==> config.mk <==
export PLATFORM = sky130hd
export DESIGN_NAME = sst_sequencer
export DESIGN_NICKNAME = d
export VERILOG_FILES = /design/src/rtl/sst_pkg.sv /design/src/rtl/sst_cksum.sv /design/src/rtl/sst_sequencer.sv
export SDC_FILE = /design/constraint.sdc
export NUM_CORES = 1
export LEC_CHECK = 0
export CORE_UTILIZATION = 41
export CTS_CLUSTER_SIZE = 12
export DETAILED_ROUTE_END_ITERATION = 16
export PLACE_DENSITY = 0.75
export SLEW_MARGIN = 20
export SYNTH_ARGS = -nofsm -noshare
export SYNTH_HDL_FRONTEND = slang
export SYNTH_SLANG_ARGS = --single-unit
==> constraint.sdc <==
create_clock -name clk -period 1.8 [get_ports clk]
set_input_delay 0.36 -clock clk [delete_from_list [all_inputs] [get_ports clk]]
set_output_delay 0.36 -clock clk [all_outputs]
set_load 0.03 [all_outputs]
==> src/rtl/sst_pkg.sv <==
// Shared types and constants for the save-state sequencer.
// Optional checksum support is selected with SST_CHECKSUM_EN.
package sst_pkg;

  localparam int unsigned SST_IDX_ADDR = 127;

  typedef logic [7:0] sst_byte_t;

  typedef enum logic [2:0] {
    IDLE,
    RD_SET,
    RD_OUT,
    LD_IN,
    LD_WR,
    CK_OUT,
    CK_IN,
    FIN
  } sst_state_t;

endpackage

==> src/rtl/sst_cksum.sv <==
// Running mod-256 byte sum for the save-state stream.
// Instantiated only when SST_CHECKSUM_EN is defined.
module sst_cksum
  import sst_pkg::*;
(
  input  logic      clk,
  input  logic      rst_i,
  input  logic      clr_i,
  input  logic      acc_i,
  input  sst_byte_t byte_i,
  output sst_byte_t sum_o
);

  sst_byte_t sum_q;

  always_ff @(posedge clk) begin
    if (rst_i || clr_i) begin
      sum_q <= '0;
    end else if (acc_i) begin
      sum_q <= sum_q + byte_i;
    end
  end

  assign sum_o = sum_q;

endmodule

==> src/rtl/sst_sequencer.sv <==
// Save-state sequencer: walks the mapper register map to/from the host.
// SST_CHECKSUM_EN adds a trailing checksum byte on save and load.
module sst_sequencer
  import sst_pkg::*;
#(
  parameter int unsigned LAST_ADDR = SST_IDX_ADDR
) (
  input  logic       clk,
  input  logic       map_rst,
  input  logic       start_save,
  input  logic       start_load,
  input  logic       m3,
  input  logic [7:0] sst_di,
  output logic [7:0] sst_addr,
  output logic [7:0] sst_dato,
  output logic       sst_we_reg,
  output logic       act_mc,
  output logic [7:0] tx_data,
  output logic       tx_valid,
  input  logic       tx_ready,
  input  logic [7:0] rx_data,
  input  logic       rx_valid,
  output logic       rx_ready,
  output logic       busy,
  output logic       done,
  output logic       cks_err
);

  localparam sst_byte_t LAST    = sst_byte_t'(LAST_ADDR);
  localparam sst_byte_t LAST_LD = sst_byte_t'(LAST_ADDR - 1);

  sst_state_t state_q, state_d;
  sst_byte_t  addr_q, addr_d;
  sst_byte_t  dato_q, dato_d;
  sst_byte_t  txd_q, txd_d;

`ifdef SST_CHECKSUM_EN
  logic      err_q, err_d;
  logic      ck_clr, ck_acc;
  sst_byte_t ck_byte, ck_sum;

  sst_cksum u_cksum (
    .clk   (clk),
    .rst_i (map_rst),
    .clr_i (ck_clr),
    .acc_i (ck_acc),
    .byte_i(ck_byte),
    .sum_o (ck_sum)
  );

  assign ck_byte = (state_q == LD_IN) ? rx_data : sst_di;
  assign cks_err = err_q;
`else
  assign cks_err = 1'b0;
`endif

  always_comb begin
    state_d = state_q;
    addr_d  = addr_q;
    dato_d  = dato_q;
    txd_d   = txd_q;
`ifdef SST_CHECKSUM_EN
    err_d   = err_q;
    ck_clr  = 1'b0;
    ck_acc  = 1'b0;
`endif
    case (state_q)
      IDLE: begin
        if (start_save || start_load) begin
          state_d = start_save ? RD_SET : LD_IN;
          addr_d  = '0;
`ifdef SST_CHECKSUM_EN
          err_d   = 1'b0;
          ck_clr  = 1'b1;
`endif
        end
      end
      RD_SET: begin
        txd_d   = sst_di;
        state_d = RD_OUT;
`ifdef SST_CHECKSUM_EN
        ck_acc  = 1'b1;
`endif
      end
      RD_OUT: begin
        if (tx_ready) begin
          if (addr_q == LAST) begin
`ifdef SST_CHECKSUM_EN
            txd_d   = 8'h00 - ck_sum;
            state_d = CK_OUT;
`else
            state_d = FIN;
`endif
          end else begin
            addr_d  = addr_q + 8'd1;
            state_d = RD_SET;
          end
        end
      end
      LD_IN: begin
        if (rx_valid) begin
          dato_d  = rx_data;
          state_d = LD_WR;
`ifdef SST_CHECKSUM_EN
          ck_acc  = 1'b1;
`endif
        end
      end
      LD_WR: begin
        // the index register at LAST_ADDR is read-only, so stop short of it
        if (m3) begin
          if (addr_q == LAST_LD) begin
`ifdef SST_CHECKSUM_EN
            state_d = CK_IN;
`else
            state_d = FIN;
`endif
          end else begin
            addr_d  = addr_q + 8'd1;
            state_d = LD_IN;
          end
        end
      end
`ifdef SST_CHECKSUM_EN
      CK_OUT: begin
        if (tx_ready) state_d = FIN;
      end
      CK_IN: begin
        if (rx_valid) begin
          err_d   = (ck_sum + rx_data) != 8'h00;
          state_d = FIN;
        end
      end
`endif
      FIN:     state_d = IDLE;
      default: state_d = IDLE;
    endcase
  end

  always_ff @(posedge clk) begin
    if (map_rst) begin
      state_q <= IDLE;
      addr_q  <= '0;
      dato_q  <= '0;
      txd_q   <= '0;
`ifdef SST_CHECKSUM_EN
      err_q   <= 1'b0;
`endif
    end else begin
      state_q <= state_d;
      addr_q  <= addr_d;
      dato_q  <= dato_d;
      txd_q   <= txd_d;
`ifdef SST_CHECKSUM_EN
      err_q   <= err_d;
`endif
    end
  end

  assign sst_addr   = addr_q;
  assign sst_dato   = dato_q;
  assign tx_data    = txd_q;
  assign act_mc     = (state_q != IDLE);
  assign busy       = (state_q != IDLE);
  assign done       = (state_q == FIN);
  assign sst_we_reg = (state_q == LD_WR);
  assign tx_valid   = (state_q == RD_OUT) || (state_q == CK_OUT);
  assign rx_ready   = (state_q == LD_IN) || (state_q == CK_IN);

endmodule
==> reports/summary.log, run 1 <==
[clock_network] quantity of hold-fixing buffers added after cts 0
[routing] starting DRC count in detailed routing 40
[final_layout] number of inserted diodes 0
[critical_path] crit path kind flip-flop to primary output
[timing] Worst Tran Pin Value 0.495 ns
[routing] number of detailed-routing iterations run before antenna repair 4
[clock_network] root buf cell clkbuf_4
[synthesis] post-synthesis cell type with the largest combined area dfxtp_1
[timing] worst slew margin relative to its limit 0.669
[critical_path] CP max FO 8
[clock_network] TritonCTS buffer count 3
[synthesis] number of library cell types mapped by synthesis 48
[clock_network] CTS Sinks 27
[routing] aggregate routed wire length 3760 µm
[floorplanning] site row count 20
[routing] routed wire length per instance 13.6 µm
[floorplanning] Horiz. Die Dim 60.7 µm
[power_and_ir_drop] leakage component of the power 0.819 nW
[power_and_ir_drop] overall power consumption 1.52 mW
[clock_network] clock buffer depth 2
[synthesis] Post-synth top flop dfxtp_1
[global_routing] global-route wire length before repair 5550 µm
[floorplanning] starting utilization of the core area 0.448
[global_routing] final global-route overflow total 0
[synthesis] nets in the synthesized netlist 192
[routing] DRC 0
[synthesis] post-synthesis average cell area 8.47 µm²
[power_and_ir_drop] cell area power density 716 nW/µm²
[synthesis] share of synthesized area occupied by flip-flops and latches 0.382
[clock_network] clk slew on worst S/H paths 0.15 ns
[routing] number of routed nets with antenna violations 0
[timing] Final Cycle Share 0.984
[min_path] worst min-delay path category flip-flop to flip-flop
[synthesis] synthesized cell area 1410 µm²
[critical_path] nature of the critical path startpoint flip-flop
[place] count of input and output buffers 52
[synthesis] cell with the most instances after synthesis dfxtp_1
[place] placer congestion estimate 0.845
[floorplanning] # IOs 54
[final_layout] synth-to-layout area growth 50.2%
[outcome] status complete, no violations
[clock_network] insertion delay to the later sink of the worst-skew pair 0.32 ns
[synthesis] instance count of the mapped netlist 167
[synthesis] number of flops mapped to enable cells by yosys 0
[synthesis] count of warnings emitted by yosys 0
[global_routing] antenna violations before repair 0
[place] final HPWL from detailed placement 2670 µm
[timing] final slew viol count 0
[place] cell area reported after detailed placement 2010 µm²
[floorplanning] y dimension of the die 60.7 µm
[routing] ratio of routed vias to standard cells 5.20
[synthesis] share of the synthesized area in the top cell type 0.382
[synthesis] share of flip-flops with an asynchronous set or reset after synthesis 0
[synthesis] most used standard cells in the synthesized netlist dfxtp_1 (27), nand2_1 (26), nor2_1 (16)
[timing] maximum clock skew at final layout 0.00307 ns
[critical_path] Critical Path, Cell by Cell buf_4 -> or3_4 -> buf_6
[power_and_ir_drop] worst voltage drop across the vdd grid 0.457 mV
[final_layout] Net count, final 259
[critical_path] data required time at the worst endpoint 1.44 ns
[job] max_cap viols 0
[final_layout] post-route standard cell area excluding fillers 2120 µm²
[global_routing] vias in the first global route 1275
[synthesis] number of storage elements in the synthesis netlist 27
[critical_path] critical path capture point type primary output
[critical_path] maximum single-stage delay on the critical path 0.39 ns
[clock_network] TritonCTS clock tree built
[final_layout] fraction of layout cells with a size suffix above 1 0.210
[floorplanning] core region area 3150 µm²
[critical_path] cell with the largest stage delay on the worst path dfxtp_4
[global_routing] total global routing track utilization 0.200
[timing] Post-Route Hold Slack 0.464 ns
[global_routing] maximum number of pins on one net before global-route repair 23
[timing] number of failing setup endpoints in the final timing report 0
[clock_network] Clock H-tree levels 1
[timing] Max Clock Freq 564 MHz
[synthesis] cell types occupying the most area after synthesis dfxtp_1 (38%), nand2_1 (6.9%), mux2i_1 (5.7%)
[floorplanning] die footprint 3690 µm²
[critical_path] crit path DAT 1.41 ns
[routing] total vias in the final route 1440
[timing] final hold viol count 0
[timing] min cycle time layout 1.77 ns
## registers in the layout, indices dropped and copies added (netlist names)
signal    count
state_q       3
sst_addr      8
tx_data       8
sst_dato      8
## worst max-delay path, delay by kind of cell, from the launching register on
family	cells	cell delay, ns
and+or+nand+nor	1	0.38
buffers and inverters	2	0.32
DFF	1	0.39
## area by class of cell
cell class,count,area [µm²]
Clock buffer,4,26.3
Fill cell,288,1030
Inverter,5,18.8
Multi-Input combinational cell,126,818
Sequential cell,27,557
Tap cell,44,55.1
Timing Repair Buffer,71,648
## layout by cell type, fill, tap and decap left out, drive strengths merged, types with 2 or more instances in the layout
cell type and n:
dlygate4sd2 6, nor2 16, mux2i 8, nand3b 2
nor2b 3, clkbuf 4, o21ai 7, ha 2
and2 2, a21oi 14, nand2 26, and3 2
nand2b 5, inv 5, nor3 4, clkdlybuf4s50 40
a31oi 7, dfxtp 27, nand3 7, buf 25
o32ai 2
## path summary, 6_finish.rpt
kind	startpoint	to	slack, ns	cells after the start
hold reg to reg	sst_dato[5]	sst_dato[5]	0.46	2
setup / recovery	state_q[2]	act_mc	0.03	3
hold / removal	sst_dato[5]	sst_dato[5]	0.46	2
setup reg to reg	state_q[1]	sst_addr[3]	0.04	6
## power breakdown
group | internal [mW] | leakage, nW | switching [mW] | total (mW)
clock network | 0.0867 | 0.0150 | 0.180 | 0.267
logic | 0.275 | 0.582 | 0.312 | 0.588
registers | 0.635 | 0.222 | 0.0307 | 0.666
## cell families (layout without fill, tap and decap cells)
logic type | after synthesis | after routing | share of synthesized area
compound gates | 41 | 41 | 0.218
xor+xnor | 1 | 1 | 0.00620
fa+ha+maj | 2 | 2 | 0.0177
buf+inv | 14 | 80 | 0.0504
flops | 27 | 27 | 0.382
mux | 8 | 8 | 0.0566
other cells | 1 | 1 | 0.00265
simple gates | 73 | 73 | 0.266
## stage by stage
stage	utilization	cells	setup TNS [ns]	setup slack [ns]
finish	0.673	277	0	0.0281
global route	0.673	277	-0.0270	-0.0166
CTS	0.659	273	0	0.0139
detailed placement	0.639	266	-1.01	-0.160
global placement	0.639	266	-0.483	-0.0613
floorplan	-	167	0	0.105
## routing by layer
metal,vias up,share of wire,GRT usage
met3,4,0.045,0.0299
li1,714,-,-
met4,0,0.0090,0.0617
met5,-,0,0
met2,44,0.50,0.350
met1,678,0.45,0.252
## timing repair
action | 4_1_cts | 5_1_grt
resized for setup | 14 | 4
pin swaps | 0 | 1
buffers inserted | 3 | 4
endpoints found under the setup margin | 11 | 8
cloned | 0 | 0
No activity file was read; power rests on OpenSTA's default activity.
==> run 2, diff against run 1 <==
Settings changed: CELL_PAD_IN_SITES_DETAIL_PLACEMENT set to 0, CELL_PAD_IN_SITES_GLOBAL_PLACEMENT set to 1, CORE_UTILIZATION 41 to 31, PLACE_DENSITY 0.75 to unset, PLACE_DENSITY_LB_ADDON set to 0.1, SLEW_MARGIN 20 to unset.
==> reports/summary.log, run 2 (synthesis gave the netlist of run 1 again) <==
[outcome] status complete, no violations
[critical_path] CP max FO 5
[timing] min cycle time layout 1.74 ns
[final_layout] most common cell after layout, fill and taps aside clkdlybuf4s50_1
[final_layout] most used cells in the layout excluding fill and tap cells clkdlybuf4s50_1 (40), nand2_1 (26), buf_4 (23), dfxtp_1 (22), nor2_1 (16)
[timing] maximum clock skew at final layout 0.00153 ns
[routing] total vias in the final route 1404
[critical_path] critical path capture point type primary output
[critical_path] Critical Path, Cell by Cell clkdlybuf4s50_1
[clock_network] CTS Sinks 27
[floorplanning] die footprint 4840 µm²
[floorplanning] starting utilization of the core area 0.325
[power_and_ir_drop] worst voltage drop across the vdd grid 0.384 mV
[job] max_cap viols 0
[timing] number of failing setup endpoints in the final timing report 0
[clock_network] TritonCTS clock tree built
[clock_network] clk slew on worst S/H paths 0.10 ns
[critical_path] data required time at the worst endpoint 1.44 ns
[global_routing] vias in the first global route 1306
[timing] Max Clock Freq 574 MHz
[timing] Final Cycle Share 0.968
[power_and_ir_drop] leakage component of the power 0.871 nW
[clock_network] TritonCTS buffer count 3
[routing] number of detailed-routing iterations run before antenna repair 4
[timing] final slew viol count 0
[routing] aggregate routed wire length 3870 µm
[final_layout] number of filler cells placed in the layout 415
[place] count of input and output buffers 52
[critical_path] crit path DAT 1.38 ns
[final_layout] sequential cell area 552 µm²
[final_layout] synth-to-layout area growth 51.2%
[critical_path] nature of the critical path startpoint flip-flop
[floorplanning] site row count 24
[timing] final hold viol count 0
[final_layout] fraction of layout cells with a size suffix above 1 0.203
[critical_path] worst path buffer plus inverter count 1
[clock_network] insertion delay to the later sink of the worst-skew pair 0.27 ns
[final_layout] area occupied by multi-input gates 807 µm²
[floorplanning] y dimension of the die 69.5 µm
[floorplanning] # IOs 54
[final_layout] Net count, final 258
[clock_network] clock buffer depth 2
[place] placer congestion estimate 0.853
[place] post-placement setup slack -0.151 ns
[floorplanning] core region area 4350 µm²
[timing] Total Negative Setup Slacks 0 ns
[critical_path] maximum single-stage delay on the critical path 0.70 ns
[clock_network] root buf cell clkbuf_8
[critical_path] crit path kind flip-flop to primary output
[final_layout] number of inserted diodes 0
[critical_path] cell with the largest stage delay on the worst path clkdlybuf4s50_1
[critical_path] cell family with most CP delay buffers and inverters
[min_path] worst min-delay path category flip-flop to flip-flop
[global_routing] final global-route overflow total 0
[routing] starting DRC count in detailed routing 55
[routing] number of routed nets with antenna violations 0
[global_routing] maximum number of pins on one net before global-route repair 17
[global_routing] total global routing track utilization 0.157
[global_routing] global-route wire length before repair 6220 µm
[power_and_ir_drop] cell area power density 737 nW/µm²
[routing] routed wire length per instance 13.6 µm
[place] final HPWL from detailed placement 2910 µm
[floorplanning] Horiz. Die Dim 69.5 µm
[clock_network] Clock H-tree levels 1
[routing] DRC 0
[routing] ratio of routed vias to standard cells 4.94
[timing] crit path setup slack, layout 0.0569 ns
[global_routing] antenna violations before repair 0
## run 2: where the power goes
part	internal, mW	switching, mW	total (mW)
clock network	0.157	0.199	0.357
logic	0.253	0.297	0.551
registers	0.636	0.0329	0.668
total	1.05	0.530	1.58
## run 2: final cells by class
type	count	area share
clock inverter	1	0.00351
inverter	5	0.00878
multi-input combinational	126	0.378
timing repair buffer	70	0.302
clock buffer	3	0.0193
tap	52	0.0304
sequential	27	0.258
## run 2: what timing repair did
item / in CTS / in global routing
buffers inserted: 0 / 2
hold endpoints to repair: 0 / 0
cloned: 0 / 0
hold buffers: 0 / 0
resized for setup: 4 / 8
endpoints found under the setup margin: 6 / 9
## run 2: routing by layer
metal / global-route usage / vias up / part of all wire
met5: 0 / - / 0
met4: 0.0499 / 0 / 0.011
met3: 0.0334 / 6 / 0.039
met2: 0.265 / 31 / 0.49
met1: 0.198 / 654 / 0.46
li1: - / 713 / -
## run 2: path summary, 6_finish.rpt
check	from	end	slack (ns)	cells past startpoint
setup / recovery	sst_addr[5]	sst_addr[5]	0.06	1
hold / removal	sst_dato[4]	sst_dato[4]	0.46	2
setup reg to reg	sst_addr[1]	sst_addr[1]	0.12	7
hold reg to reg	sst_dato[4]	sst_dato[4]	0.46	2
## run 2: metrics by stage
step / instances / utilization / cell area (µm²) / hold slack (ns) / power, mW
4_1_cts: 282 / 0.483 / 2100 / 0.467 / 1.58
6_report: 284 / 0.491 / 2140 / 0.463 / 1.58
5_1_grt: 284 / 0.491 / 2140 / 0.492 / 1.67
3_5_place_dp: 278 / 0.472 / 2050 / 0.452 / 1.22
3_3_place_gp: 278 / 0.472 / 2050 / 0.441 / 1.21
2_1_floorplan: 167 / - / 1420 / 0.478 / 1.01
